[config.mk]
export PLATFORM = sky130hd
export DESIGN_NAME = sme_job_sequencer
export DESIGN_NICKNAME = d
export VERILOG_FILES = /design/src/rtl/sme_job_sequencer.sv
export SDC_FILE = /design/constraint.sdc
export NUM_CORES = 1
export LEC_CHECK = 0
export CAP_MARGIN = 20
export CORE_UTILIZATION = 62
export DETAILED_ROUTE_END_ITERATION = 8
export PLACE_DENSITY_LB_ADDON = 0.1
export SYNTH_ARGS = -nofsm -noshare
export SYNTH_HDL_FRONTEND = slang
export SYNTH_SLANG_ARGS = --single-unit
[constraint.sdc]
create_clock -name clk -period 2.9 [get_ports clk]
set_input_delay 0.435 -clock clk [delete_from_list [all_inputs] [get_ports clk]]
set_output_delay 0.435 -clock clk [all_outputs]
set_load 0.01 [all_outputs]
[src/rtl/sme_job_sequencer.sv]
// Host-side job sequencer for the string-matching engine: buffers one string
// and a pattern queue, replays them byte-serially and returns tagged results.
module sme_job_sequencer #(
   parameter int STR_MAX = 32,
   parameter int PAT_MAX = 8,
   parameter int NPAT    = 4,
   parameter int TIMEOUT = 1023,
   localparam int IW = (NPAT > 1) ? $clog2(NPAT) : 1
) (
   input  logic          clk,
   input  logic          reset,
   input  logic [7:0]    chardata,
   input  logic          str_we,
   input  logic          pat_we,
   input  logic          pat_end,
   input  logic          start,
   output logic          busy,
   output logic          done,
   output logic          ovf,
   output logic [7:0]    eng_chardata,
   output logic          eng_isstring,
   output logic          eng_ispattern,
   input  logic          eng_match,
   input  logic [4:0]    eng_index,
   input  logic          eng_valid,
   output logic          res_valid,
   input  logic          res_ready,
   output logic          res_match,
   output logic [4:0]    res_index,
   output logic [IW-1:0] res_id,
   output logic          res_timeout
);

   localparam int SW = $clog2(STR_MAX);
   localparam int SL = $clog2(STR_MAX + 1);
   localparam int PA = $clog2(PAT_MAX);
   localparam int PL = $clog2(PAT_MAX + 1);
   localparam int CW = $clog2(NPAT + 1);
   localparam int TW = $clog2(TIMEOUT + 1);
   localparam int XW = (SL > PL) ? SL : PL;

   typedef enum logic [2:0] {
      IDLE, SEND_STR, SEND_PAT, GAP, WAIT, RESULT, NEXT
   } state_t;

   state_t        state;
   logic [7:0]    str_mem [STR_MAX];
   logic [7:0]    pat_mem [NPAT][PAT_MAX];
   logic [PL-1:0] pat_len [NPAT];
   logic [SL-1:0] str_len;
   logic [CW-1:0] pat_cnt;
   logic [IW-1:0] slot;
   logic [XW-1:0] idx;
   logic [TW-1:0] wcnt;
   logic          str_fresh;
   logic          str_restart;

   logic          idle;
   logic          str_full;
   logic          str_acc;
   logic          pat_acc;
   logic          drop;
   logic [SW-1:0] str_waddr;
   logic [IW-1:0] cur;
   logic [PL-1:0] cur_len;
   logic [IW-1:0] slot_nx;

   assign idle      = (state == IDLE);
   assign str_full  = !str_restart && (str_len == SL'(STR_MAX));
   assign str_acc   = str_we && idle && !str_full;
   assign str_waddr = str_restart ? '0 : str_len[SW-1:0];
   assign cur       = pat_cnt[IW-1:0];
   assign cur_len   = pat_len[cur];
   assign pat_acc   = pat_we && idle && (pat_cnt < CW'(NPAT))
                      && (cur_len != PL'(PAT_MAX));
   assign drop      = (str_we && !str_acc) || (pat_we && !pat_acc);
   assign slot_nx   = slot + IW'(1);

   // Buffers need no reset; their valid extent lives in the counters.
   always_ff @(posedge clk) begin
      if (str_acc) str_mem[str_waddr] <= chardata;
      if (pat_acc) pat_mem[cur][cur_len[PA-1:0]] <= chardata;
   end

   always_ff @(posedge clk or negedge reset) begin
      if (!reset) begin
         state         <= IDLE;
         busy          <= 1'b0;
         done          <= 1'b0;
         ovf           <= 1'b0;
         eng_chardata  <= '0;
         eng_isstring  <= 1'b0;
         eng_ispattern <= 1'b0;
         res_valid     <= 1'b0;
         res_match     <= 1'b0;
         res_index     <= '0;
         res_id        <= '0;
         res_timeout   <= 1'b0;
         str_len       <= '0;
         pat_cnt       <= '0;
         slot          <= '0;
         idx           <= '0;
         wcnt          <= '0;
         str_fresh     <= 1'b0;
         str_restart   <= 1'b1;
         for (int i = 0; i < NPAT; i++) pat_len[i] <= '0;
      end else begin
         done <= 1'b0;
         if (str_acc) begin
            str_len     <= str_restart ? SL'(1) : str_len + SL'(1);
            str_restart <= 1'b0;
         end
         if (str_we && idle) str_fresh <= 1'b1;
         if (pat_acc) begin
            pat_len[cur] <= cur_len + PL'(1);
            if (pat_end) pat_cnt <= pat_cnt + CW'(1);
         end
         if (drop) ovf <= 1'b1;

         unique case (state)
            IDLE: begin
               if (start) begin
                  if (pat_cnt == '0) begin
                     done <= 1'b1;
                  end else begin
                     busy      <= 1'b1;
                     ovf       <= 1'b0;
                     str_fresh <= 1'b0;
                     slot      <= '0;
                     idx       <= XW'(1);
                     if (str_fresh) begin
                        state        <= SEND_STR;
                        eng_isstring <= 1'b1;
                        eng_chardata <= str_mem[0];
                     end else begin
                        state         <= SEND_PAT;
                        eng_ispattern <= 1'b1;
                        eng_chardata  <= pat_mem[0][0];
                     end
                  end
               end
            end
            SEND_STR: begin
               if (idx == XW'(str_len)) begin
                  state         <= SEND_PAT;
                  eng_isstring  <= 1'b0;
                  eng_ispattern <= 1'b1;
                  eng_chardata  <= pat_mem[slot][0];
                  idx           <= XW'(1);
               end else begin
                  eng_chardata <= str_mem[idx[SW-1:0]];
                  idx          <= idx + XW'(1);
               end
            end
            SEND_PAT: begin
               if (idx == XW'(pat_len[slot])) begin
                  state         <= GAP;
                  eng_ispattern <= 1'b0;
                  eng_chardata  <= '0;
               end else begin
                  eng_chardata <= pat_mem[slot][idx[PA-1:0]];
                  idx          <= idx + XW'(1);
               end
            end
            GAP: begin
               state <= WAIT;
               wcnt  <= '0;
            end
            WAIT: begin
               if (eng_valid) begin
                  state       <= RESULT;
                  res_valid   <= 1'b1;
                  res_match   <= eng_match;
                  res_index   <= eng_index;
                  res_id      <= slot;
                  res_timeout <= 1'b0;
               end else if (wcnt == TW'(TIMEOUT - 1)) begin
                  state       <= RESULT;
                  res_valid   <= 1'b1;
                  res_match   <= 1'b0;
                  res_index   <= '0;
                  res_id      <= slot;
                  res_timeout <= 1'b1;
               end else begin
                  wcnt <= wcnt + TW'(1);
               end
            end
            RESULT: begin
               if (res_ready) begin
                  state     <= NEXT;
                  res_valid <= 1'b0;
               end
            end
            NEXT: begin
               // Next job starts here so the engine sees exactly one idle
               // cycle after the accept, on top of the gap and wait time.
               if ((CW'(slot) + CW'(1)) < pat_cnt) begin
                  state         <= SEND_PAT;
                  slot          <= slot_nx;
                  eng_ispattern <= 1'b1;
                  eng_chardata  <= pat_mem[slot_nx][0];
                  idx           <= XW'(1);
               end else begin
                  state       <= IDLE;
                  busy        <= 1'b0;
                  done        <= 1'b1;
                  pat_cnt     <= '0;
                  str_restart <= 1'b1;
                  for (int i = 0; i < NPAT; i++) pat_len[i] <= '0;
               end
            end
            default: state <= IDLE;
         endcase
      end
   end

endmodule

==> metrics.md <==
| Metric | Value |
|---|---|
| Grt peak-use layer | `met2` |
| Setup CP Type | `flop to flop` |
| Starting Density | `63.6%` |
| Total iterations of the first detailed-routing run | `5` |
| Setup Total Neg Slack | `0 ns` |
| Clk Tree Root Cell | `clkbuf_16` |
| Synth top area share | `63.6%` |
| Slew HR | `20.1%` |
| Met1 Track Usage GR | `43.6%` |
| Post-CTS setup buffers | `0` |
| Worst slew pin tran | `1.20 ns` |
| Port Buf Inserts | `44` |
| Max VDD drop | `0.717 mV` |
| Most used DFF post-synth | `edfxtp_1` |
| Initial antenna violation count | `1` |
| Core Area | `0.0380 mm²` |
| Failing checks | `hold timing` |
| Post-synth EDFFs | `512` |
| Die X-Extent | `199 µm` |
| CTS tree | `yes` |
| Max Fanout on Critical Path | `21` |
| Initial DRC count | `1412` |
| Syn Inst Count | `1420` |
| Final #Nets | `1588` |
| # clock sinks | `583` |
| Clock H-tree levels | `2` |
| # rows | `71` |
| Synth Register Bits | `583` |
| Crit start category | `flop` |
| Yosys top cell by area | `edfxtp_1` |
| Deepest clock path buffer count | `3` |
| Fraction of registers with async set/reset | `12.2%` |
| Synth warn | `0` |
| Tot GR Track Use | `30.1%` |
| Met3 Usage GRT | `5.60%` |
| Combinational power share | `30.0%` |
| Hold WS | `-0.0307 ns` |
| CP Capture Type | `flop` |
| Top-level I/O count | `45` |
| Vias in the first global route | `13.5k` |
| First-pass GRT wire length | `85400 µm` |
| Share of layout cells above drive strength 1 | `20.8%` |
| Filler instances | `2375` |
| Residual DRC count | `0` |
| RSZ-0062 raised after global routing | `false` |
| Die area | `0.0398 mm²` |
| Placed wire-length estimate | `37600 µm` |
| Top cells by area, synth | `edfxtp_1 (64%), mux4_2 (10%), dfrtp_1 (7.2%), mux2i_1 (3.6%), a22oi_1 (2.0%)` |
| Leakage power | `9.36 nW` |
| Area Overhead vs Synth | `14.2%` |
| Clock skew | `0.0284 ns` |
| Synth unique cells | `64` |
| Vias per cell | `6.50` |
| MaxCap Viol Count | `0` |
| Outcome | `finished, violations left` |
| Switching part of the total | `31.5%` |
| Worst Path Arrival | `3.17 ns` |
| Slew Viols, Final | `0` |
| Wire per inst | `27.1 µm` |
| Die Height | `199 µm` |
| Pin count of the biggest net entering global routing | `105` |
| Max frequency | `370 MHz` |
| Reg power frac | `40.8%` |
| Switching power | `7.74 mW` |
| Hold Buf Count CTS | `0` |
| Vias | `13.7k` |
| Clk_lat worst skew | `0.62 ns` |
| Routability cong. | `0.950` |
| Register area share after synthesis | `71.0%` |
| Total Routed Length | `57200 µm` |
| Crit share post-route | `93.2%` |
| Int Power | `16.9 mW` |
| Clk pin slew, worst setup/hold paths | `0.07 ns` |
| ANT nets after route | `0` |
| GR Layer Usage met2 | `47.7%` |
| Hold Vio Cnt, Final | `23` |
| Total Power | `24.6 mW` |
| PwrDens | `892 mW/mm²` |
| Clock share of power | `29.2%` |
| Final-report setup violation count | `0` |
| Required time of the worst setup path | `3.37 ns` |
| Post-CTS Resized | `0` |
| CTS Buf Count | `56` |
| Avg Synthesized Cell Area | `17.0 µm²` |
| GR Overflow Total | `0` |
| Minimum clock period | `2.70 ns` |
| Hold crit path type | `input pin to async pin` |
| Syn_nets | `1456` |
| Mapped Area | `0.0242 mm²` |
-- final cells by class --
| cell class | instances | area, µm² | area share [%] |
|---|---|---|---|
| well taps | 511 | 639 | 2.32 |
| multi-input cells | 741 | 6580 | 23.8 |
| repair buffers | 153 | 1340 | 4.86 |
| clock inverters | 37 | 340 | 1.23 |
| flip-flops and latches | 583 | 17200 | 62.2 |
| diodes | 1 | 2.50 | 0.00907 |
| clock buffers | 69 | 1470 | 5.33 |
| inverters | 17 | 63.8 | 0.231 |
-- stage by stage --
step	std cells	setup slack, ns	util, %	hold WS, ns	area, µm²
after floorplan	1420	0.371	-	0.139	24200
after global placement	2004	0.166	67.8	0.469	25800
after detailed placement	2004	0.181	67.8	0.490	25800
after CTS	2110	0.175	72.6	0.0156	27600
after global routing	2111	0.000337	72.6	0.0350	27600
final	2112	0.196	72.6	-0.0307	27600
-- metal layers --
metal / up-vias / part of all wire [%]
li1: 5913 / -
met1: 7050 / 41
met2: 681 / 48
met3: 84 / 8.4
met4: 0 / 2.4
met5: - / 0
-- cells in the mapped netlist, types with 5 or more instances --
library cell,n
xor2_1,8
and2_1,19
ha_1,14
nor2b_1,8
a221oi_1,18
buf_2,30
nand2_1,83
buf_4,5
nand2b_1,7
or3_1,8
mux4_2,109
nor3_1,12
o211ai_1,9
a41oi_1,8
a21o_1,10
nand3_1,30
nand4_1,5
mux2i_1,88
and3_1,5
nor2_1,108
xnor2_1,12
inv_1,16
buf_1,8
dfrtp_1,70
o21ai_0,27
a21oi_1,33
o22ai_1,9
a22oi_1,64
clkbuf_1,34
a22o_1,8
edfxtp_1,512
-- flip-flops by register name (all words and copies together) (netlist names) --
name / count
res_id: 2
str_mem: 256
wcnt: 10
res_match: 1
pat_cnt: 3
eng_isstring: 1
done: 1
str_len: 6
eng_ispattern: 1
res_timeout: 1
pat_len: 16
busy: 1
pat_mem: 256
eng_chardata: 8
res_valid: 1
str_fresh: 1
idx: 6
ovf: 1
state: 3
slot: 2
res_index: 5
str_restart: 1
-- cells by family (layout without fill, tap and decap cells) --
family / after synthesis / after routing / synth area share (%)
other: 0 / 1 / 0
and+or+nand+nor: 301 / 301 / 5.75
DFF: 583 / 583 / 71.0
buffers and inverters: 96 / 276 / 1.79
muxes: 200 / 200 / 14.0
xor gates and xnor gates: 21 / 21 / 0.792
AOI/OAI and AO/OA: 205 / 205 / 6.00
adders and majority gates: 14 / 14 / 0.725
-- critical path: stages, from the launching register on --
cell and delay, ns:
dfrtp_4 0.58, nor2b_1 0.97, a22oi_1 0.29, nand2_1 0.16
o22ai_1 0.16, o211ai_1 0.24, a41oi_1 0.14
-- worst paths after layout --
path                              from               to  slack, ns  depth (start not counted)
max                             idx[2]  eng_chardata[7]       0.20                          6
min                              reset         state[2]      -0.03                          1
max reg2reg                     idx[2]  eng_chardata[7]       0.20                          6
min reg2reg                       busy             busy       0.50                          2
max in group asynchronous        reset           idx[0]       2.21                          1
min in group clk           chardata[6]   str_mem[28][6]       0.05                          1
-- power by group through the flow --
stage	combinational, mW	clock (mW)	sequential (mW)
finish	7.38	7.20	10.0
global route	7.91	7.60	10.1
CTS	7.33	7.28	10.0
detailed placement	7.31	0	10.2
global placement	7.21	0	10.2
floorplan	4.90	0	9.99
-- layout by cell type, fill, tap and decap left out, types with 5 or more instances in the layout --
cell type	netlist	layout
a221oi_1	18	18
or3_1	8	8
inv_1	16	16
a22o_1	8	8
a21o_1	10	10
nor2_1	108	108
xor2_1	8	8
dfrtp_1	70	66
clkbuf_16	0	57
a22oi_1	64	64
xnor2_1	12	12
o21ai_0	27	27
o211ai_1	9	9
nand2b_1	7	7
buf_2	30	8
clkinv_2	0	11
clkinv_1	1	14
ha_1	14	14
and3_1	5	5
nand4_1	5	5
and2_1	19	19
a21oi_1	33	33
edfxtp_1	512	512
mux4_2	109	109
a41oi_1	8	8
buf_12	0	10
nor2b_1	8	8
mux2i_1	88	88
nand3_1	30	30
o22ai_1	9	9
nand2_1	83	83
bufinv_16	0	6
clkdlybuf4s50_1	0	35
buf_4	5	100
nor3_1	12	12
clkbuf_1	34	12
(Power assumes the default switching activity.)
